[src/rtl/simon_pkg.sv]
// Shared definitions for the Simon game: button count, button index type
// and a lowest-index helper used when several buttons fire together.
package simon_pkg;

    localparam int N_BTN = 4;

    typedef logic [1:0] btn_id_t;

    // Index of the lowest set bit; returns 0 for an all-zero vector.
    function automatic btn_id_t lowest_index(input logic [N_BTN-1:0] v);
        btn_id_t idx;
        idx = '0;
        for (int i = N_BTN - 1; i >= 0; i--) begin
            if (v[i]) begin
                idx = btn_id_t'(i);
            end
        end
        return idx;
    endfunction

endpackage

[src/rtl/simon_debounce.sv]
// One button: 2-flop synchronizer, stability counter and debounced level.
// rise is a combinational look-ahead: high in the cycle whose edge raises level.
module simon_debounce #(
    parameter int DB_COUNT = 20000,
    parameter int DB_WIDTH = 16
) (
    input  logic clk,
    input  logic rst_n,
    input  logic ena,
    input  logic raw,
    output logic level,
    output logic rise
);

    logic                sync_q1;
    logic                sync_q2;
    logic [DB_WIDTH-1:0] cnt;
    logic                differs;
    logic                done;

    assign differs = (sync_q2 != level);
    assign done    = ena && differs && (cnt == DB_WIDTH'(DB_COUNT - 1));
    assign rise    = done && sync_q2;

    // The synchronizer keeps sampling while disabled so no stale value is
    // acted on when ena returns.
    always_ff @(posedge clk or negedge rst_n) begin
        if (!rst_n) begin
            sync_q1 <= 1'b0;
            sync_q2 <= 1'b0;
        end else begin
            sync_q1 <= raw;
            sync_q2 <= sync_q1;
        end
    end

    always_ff @(posedge clk or negedge rst_n) begin
        if (!rst_n) begin
            cnt   <= '0;
            level <= 1'b0;
        end else if (ena) begin
            if (!differs) begin
                cnt <= '0;
            end else if (done) begin
                level <= sync_q2;
                cnt   <= '0;
            end else begin
                cnt <= cnt + 1'b1;
            end
        end
    end

endmodule

[src/rtl/simon_button_input.sv]
// Debounces the four colour buttons and turns debounced rising edges into a
// single-entry press event with a valid/ready handshake and an overrun flag.
module simon_button_input
    import simon_pkg::*;
#(
    parameter int DB_COUNT = 20000,
    parameter int DB_WIDTH = 16
) (
    input  logic             clk,
    input  logic             rst_n,
    input  logic             ena,
    input  logic [N_BTN-1:0] btn_raw,
    output logic [N_BTN-1:0] btn_level,
    output logic             press_valid,
    output btn_id_t          press_id,
    input  logic             press_ready,
    output logic             overrun
);

    logic [N_BTN-1:0] rise;
    logic             consume;
    logic             multi;

    for (genvar i = 0; i < N_BTN; i++) begin : g_btn
        simon_debounce #(
            .DB_COUNT(DB_COUNT),
            .DB_WIDTH(DB_WIDTH)
        ) u_debounce (
            .clk  (clk),
            .rst_n(rst_n),
            .ena  (ena),
            .raw  (btn_raw[i]),
            .level(btn_level[i]),
            .rise (rise[i])
        );
    end

    // Handshake: an event transfers on a rising edge where press_valid and
    // press_ready are both high; until then press_valid/press_id hold steady.
    // press_ready with nothing pending is ignored.
    assign consume = press_valid && press_ready;
    // More than one bit set: clearing the lowest leaves something behind.
    assign multi   = |(rise & (rise - 1'b1));

    always_ff @(posedge clk or negedge rst_n) begin
        if (!rst_n) begin
            press_valid <= 1'b0;
            press_id    <= '0;
            overrun     <= 1'b0;
        end else begin
            overrun <= 1'b0;
            if (|rise) begin
                if (!press_valid || consume) begin
                    press_valid <= 1'b1;
                    press_id    <= lowest_index(rise);
                    overrun     <= multi;
                end else begin
                    overrun <= 1'b1;
                end
            end else if (consume) begin
                press_valid <= 1'b0;
            end
        end
    end

endmodule

[config.mk]
export PLATFORM = sky130hd
export DESIGN_NAME = simon_button_input
export DESIGN_NICKNAME = d
export VERILOG_FILES = /design/src/rtl/simon_pkg.sv /design/src/rtl/simon_debounce.sv /design/src/rtl/simon_button_input.sv
export SDC_FILE = /design/constraint.sdc
export NUM_CORES = 1
export LEC_CHECK = 0
export CAP_MARGIN = 20
export CORE_ASPECT_RATIO = 0.7
export CORE_MARGIN = 2
export CORE_UTILIZATION = 40
export CTS_BUF_LIST = sky130_fd_sc_hd__clkbuf_4
export CTS_CLUSTER_SIZE = 12
export DETAILED_ROUTE_END_ITERATION = 8
export GPL_TIMING_DRIVEN = 1
export SYNTH_ARGS = -nofsm -noshare
export SYNTH_HDL_FRONTEND = slang
export SYNTH_SLANG_ARGS = --single-unit
[constraint.sdc]
create_clock -name clk -period 3.29 [get_ports clk]
set_input_delay 0.658 -clock clk [delete_from_list [all_inputs] [get_ports clk]]
set_output_delay 0.658 -clock clk [all_outputs]
set_load 0.01 [all_outputs]
# --- Yosys cells after proc, flatten, opt, wreduce, memory -nomap -nowiden ---
# Cells that the tools add are included.
# Widths: inputs -> output; s select.
totals:
  inputBits: 8
  word_cells: 75
  reg_bits: 80
  output_inout_bits: 8
classes:
  n_bitwise: 1
  mux: 17
  n_addsub: 5
  n_eq_ne: 9
  n_reduce_logical: 24
ops:
  columns: ["cell", "n"]
  rows:
  - ["$mux 16", 8]
  - ["$add 16x1->16 const B", 4]
  - ["$eq 16x15->1 const B", 4]
  - ["$logic_and 1x1->1", 13]
  - ["$reduce_and 3->1", 4]
  - ["$mux 2", 4]
  - ["$reduce_or 4->1", 2]
  - ["$mux 1", 5]
  - ["$and 4x4->4", 1]
  - ["$ne 1x1->1", 4]
  - ["$reduce_and 2->1", 2]
  - ["$sub 4x1->4 const B", 1]
  - ["$ne 2x1->1 const B", 1]
  - ["$reduce_bool 2->1", 1]
  - ["$logic_not 1->1", 1]
  - ["$logic_or 1x1->1", 1]

# --- Longest topological paths before layout ---
depth:
  depth_word: 9
  ltp_mapped: 8
  mapped_depth_nobuf: 6

# --- By module ---
# From an unflattened synthesis, not the netlist that was laid out.
hier_totals:
  cells_unflattened: 463
  area_unflattened_um2: 4351.7
modules_own_cells:
  columns: ["module", "seq_area_each_um2", "cells_each", "n_inst", "area_per_inst_um2"]
  rows:
  - ["simon_debounce", 475.5, 111, 4, 1037.2]
  - ["simon_button_input", 100.1, 19, 1, 202.7]

# --- Worst setup path before layout ---
# No wires, ideal clock.
synth_timing:
  path_type: "input -> register"
  from: "input ena"
  to: "register g_btn[3].u_debounce.cnt[7]"
  n_path_buf: 2
  required_time_ps: 3207
  path_slack_ps: 1244
  arrival_time_ps: 1963
  setup_ps: 83
  path_stages: 6
  path_cell_list: "clkbuf_1 > nand2_1 > or2_2 > clkbuf_1 > or3_1 > o21ai_0"
synth_via:
  elab_chain_cells: 4
synth_rtl:
  columns: ["element", "line_no", "source"]
  rows:
  - ["start, declared", "simon_button_input.sv:11", "input logic ena,"]
  - ["$logic_and 1x1->1 (2 in series)", "simon_debounce.sv:22", "assign done = ena && differs && (cnt == DB_WIDTH'(DB_COUNT - 1));"]
  - ["$mux 16", "simon_debounce.sv:44", "end else if (done) begin"]
  - ["$mux 16", "simon_debounce.sv:42", "if (!differs) begin"]
  - ["end signal, assigned", "simon_debounce.sv:48", "cnt <= cnt + 1'b1;"]
  - ["end, declared", "simon_debounce.sv:17", "logic [DB_WIDTH-1:0] cnt;"]
# Parallel ways exist; a longest one is shown, timed or not.
# A chain may end at the register's enable or synchronous reset.

# --- Worst setup path after layout ---
layout_timing:
  from: "register g_btn[0].u_debounce.cnt[0]"
  to: "register g_btn[0].u_debounce.cnt[15]"
layout_via:
  elab_chain_cells: 4
  word_cells_on_any_way: 5
  classes_between: "add/sub: 1; eq/ne: 1; mux: 2; reduce/logical: 1"
layout_rtl:
  columns: ["element", "line_no"]
  rows:
  - ["start, declared", "simon_debounce.sv:17"]
  - ["start signal, assigned", "simon_debounce.sv:48"]
  - ["branches (longest 2 deep; another with $add 16x1->16)", null]
  - ["$mux 16 *", "simon_debounce.sv:44"]
  - ["$mux 16 *", "simon_debounce.sv:42"]
# Mark *: on every way between the ends.

==> run summary <==
synthesized area: 4250 sq um
mean routed wirelength per cell: 15.7 microns
Synth Area per Inst: 9.48 sq um
M1 WL: 4910 microns
Worst-path clk slew: 130 ps
final net count: 470
reg2reg path depth: 6
CP peak stage delay: 610 ps
CTS H-tree depth: 3
Initial Utilization: 41.0%
data arrival time of the critical path: 2700 ps
status: finished clean
first-pass GRT wire length: 16100 microns
pin count of the biggest net entering global routing: 81
DRC viols: 0
GPL Wtd Cong: 0.786
sequence of cells on the critical path: ha_1 > nand4_1 > nor4_2 > or2_1 > o21ai_1 > a22o_1
antenna violations before repair: 0
overall global routing resource usage: 17.4%
Met2 Routed Length: 3880 microns
Die ar.: 11500 sq um
leading area contributor after synthesis: dfrtp_1
setup_tns: 0 ps
Worst setup EP type: flop
vias: 3428
dominant cells by area after synthesis: dfrtp_1 (47%), o21ai_0 (6.5%), nand2_1 (3.8%)
drt pass-1 iters: 4
placed cell area: 4490 sq um
Max Used Layer: met4
core area: 10400 sq um
Crit path required time: 3620 ps
synthesized instance count: 448
flops & latches, synth: 80
Max Slew Vio Count: 0
I/O Pins: 16
vias in the first global route: 3232
I/O Buffers: 15
YS warnings: 0
Seq/Total Area, Yosys: 47.1%
Clk Latency, worst-skew pair: 440 ps
flop2flop setup slack: 920 ps
Worst Hold Class: input port to asynchronous set/reset pin
leading cell type in the layout, fill and taps excluded: dfrtp_1
metal3 WL: 427 microns
drt initial violations: 274
CTS tree: built
ys flop type: dfrtp_1
final WL: 9320 microns
crit-path max FO: 8
ANT cells: 0
chip width: 127 microns
Async S/R FF share, synth: 100%
# setup viols final: 0
Final Cycle Share: 72.1%
Design Area, Final: 4650 sq um
Antenna Nets Post-Route: 0
final hold violation count: 0
clock skew: 14.3 ps
worst r2r src: g_btn[0].u_debounce.cnt[0]$_DFFE_PN0P_
Final min period: 2370 ps
most frequent cells in the layout: dfrtp_1 (80), o21ai_0 (55), nand2_1 (43)
num rows: 31
R2R Path End: g_btn[0].u_debounce.cnt[15]$_DFFE_PN0P_
slowest CP cell: nor4_2
clock root cell: clkbuf_4
Lkg Pwr: 1.92 nW
Mapped Nets: 460
worst-margin pin slew: 891 ps
Max Cap Violations: 0
share of the synthesized area in the top cell type: 47.1%
layout cells sized above 1: 8.42%
worst vdd rail ir drop: 0.000135 V
EDFF count, synth: 0
Slew Limit Headroom: 39.7%
post-synth cell types: 53
die height: 90.2 microns
post-CTS setup buffer count: 0
Post-DP HPWL: 6250 microns
RSZ-0062 raised after global routing: false
filler instances: 1002
CTS buffer count: 9
CP startpoint kind: flop
hold_buf cts: 0
pwr dens: 375 nW/um^2
Vias/cell: 5.76
fmax: 0.422 GHz
post-CTS resize count: 0
CP Class: flop to flop
area delta synth->final: 9.48%
Sink Count: 80
grt total ovfl: 0
clk buf depth: 2
layout make-up:
type                            count  area [sq um]  area share, %
Multi-Input combinational cell    337          2090           44.9
Clock buffer                       10          75.1           1.61
Timing Repair Buffer               22           233           5.00
Tap cell                          132           165           3.55
Sequential cell                    80          2000           43.0
Clock inverter                      6          58.8           1.26
Inverter                            8          30.0          0.646
sequential cells by signal (all words and copies together) (netlist names):
| signal | count |
|---|---|
| g_btn.u_debounce.sync_q1 | 4 |
| g_btn.u_debounce.cnt | 64 |
| g_btn.u_debounce.sync_q2 | 4 |
| press_valid | 1 |
| overrun | 1 |
| g_btn.u_debounce.level | 4 |
| press_id | 2 |
kinds of logic after synthesis:
kind of cell | share of synthesized area, %
compound gates | 19.2
buf+inv | 3.74
mux | 2.47
xor+xnor | 1.65
flops | 47.1
simple gates | 24.6
fa+ha+maj | 1.18
synthesized netlist by cell type, types with 2 or more instances:
| master | number |
|---|---|
| a211oi_1 | 4 |
| a21oi_1 | 11 |
| a22o_1 | 16 |
| a311oi_1 | 3 |
| a31o_2 | 2 |
| a31oi_1 | 8 |
| a41oi_1 | 3 |
| and2_1 | 4 |
| and3_1 | 18 |
| and4_1 | 8 |
| buf_4 | 5 |
| buf_6 | 3 |
| clkbuf_1 | 14 |
| dfrtp_1 | 80 |
| ha_1 | 4 |
| inv_1 | 7 |
| mux2_2 | 4 |
| mux2i_1 | 6 |
| nand2_1 | 43 |
| nand2b_1 | 5 |
| nand3_1 | 21 |
| nand4_1 | 9 |
| nor2_1 | 18 |
| nor2b_1 | 4 |
| nor3_1 | 20 |
| nor3b_1 | 6 |
| nor4_1 | 8 |
| nor4_2 | 2 |
| nor4b_1 | 3 |
| o21a_1 | 4 |
| o21ai_0 | 55 |
| o21ai_1 | 4 |
| o21ai_2 | 3 |
| o31ai_1 | 12 |
| or2_1 | 2 |
| or2_2 | 2 |
| or3_1 | 4 |
| or4_4 | 2 |
| xnor2_1 | 3 |
| xor2_1 | 5 |
how the worst max path moves through the flow:
stage                                            from                                      end  slack [ps]  depth (start not counted)
5_1_grt        g_btn[0].u_debounce.cnt[0]$_DFFE_PN0P_  g_btn[0].u_debounce.cnt[12]$_DFFE_PN0P_         690                          7
3_3_place_gp                                      ena   g_btn[2].u_debounce.cnt[8]$_DFFE_PN0P_         710                          6
6_report       g_btn[0].u_debounce.cnt[0]$_DFFE_PN0P_  g_btn[0].u_debounce.cnt[15]$_DFFE_PN0P_         920                          6
3_5_place_dp                                      ena   g_btn[2].u_debounce.cnt[5]$_DFFE_PN0P_         580                          6
2_1_floorplan                                     ena   g_btn[3].u_debounce.cnt[7]$_DFFE_PN0P_        1240                          6
4_1_cts        g_btn[0].u_debounce.cnt[0]$_DFFE_PN0P_  g_btn[0].u_debounce.cnt[15]$_DFFE_PN0P_         920                          6
power breakdown:
part	leakage [nW]	switching [mW]	internal (mW)
sequential	1.09	0.0191	1.00
combinational	0.758	0.0843	0.0510
clock	0.0719	0.351	0.237
per-layer routing:
metal / vias up / GRT usage (%)
met3: 11 / 4.70
met5: - / 0
met4: 0 / 4.40
met2: 65 / 24.4
li1: 1692 / -
met1: 1660 / 26.4
worst max-delay path: cells and delay by family (launching register included):
kind                       cells  cell delay (ps)
and+or+nand+nor                3             1260
AOI/OAI and AO/OA              2              350
adders and majority gates      1              240
DFF                            1              420
through the flow:
stage	std cells	hold WS (ps)	setup slack (ps)	power [mW]	util, %
2_1_floorplan	448	331	1240	1.12	-
3_3_place_gp	578	337	712	1.17	43.4
3_5_place_dp	578	338	584	1.17	43.4
4_1_cts	594	370	919	1.77	44.7
5_1_grt	595	137	687	1.84	44.9
6_report	595	145	919	1.75	44.9
Power figures use the tool's default switching activity.
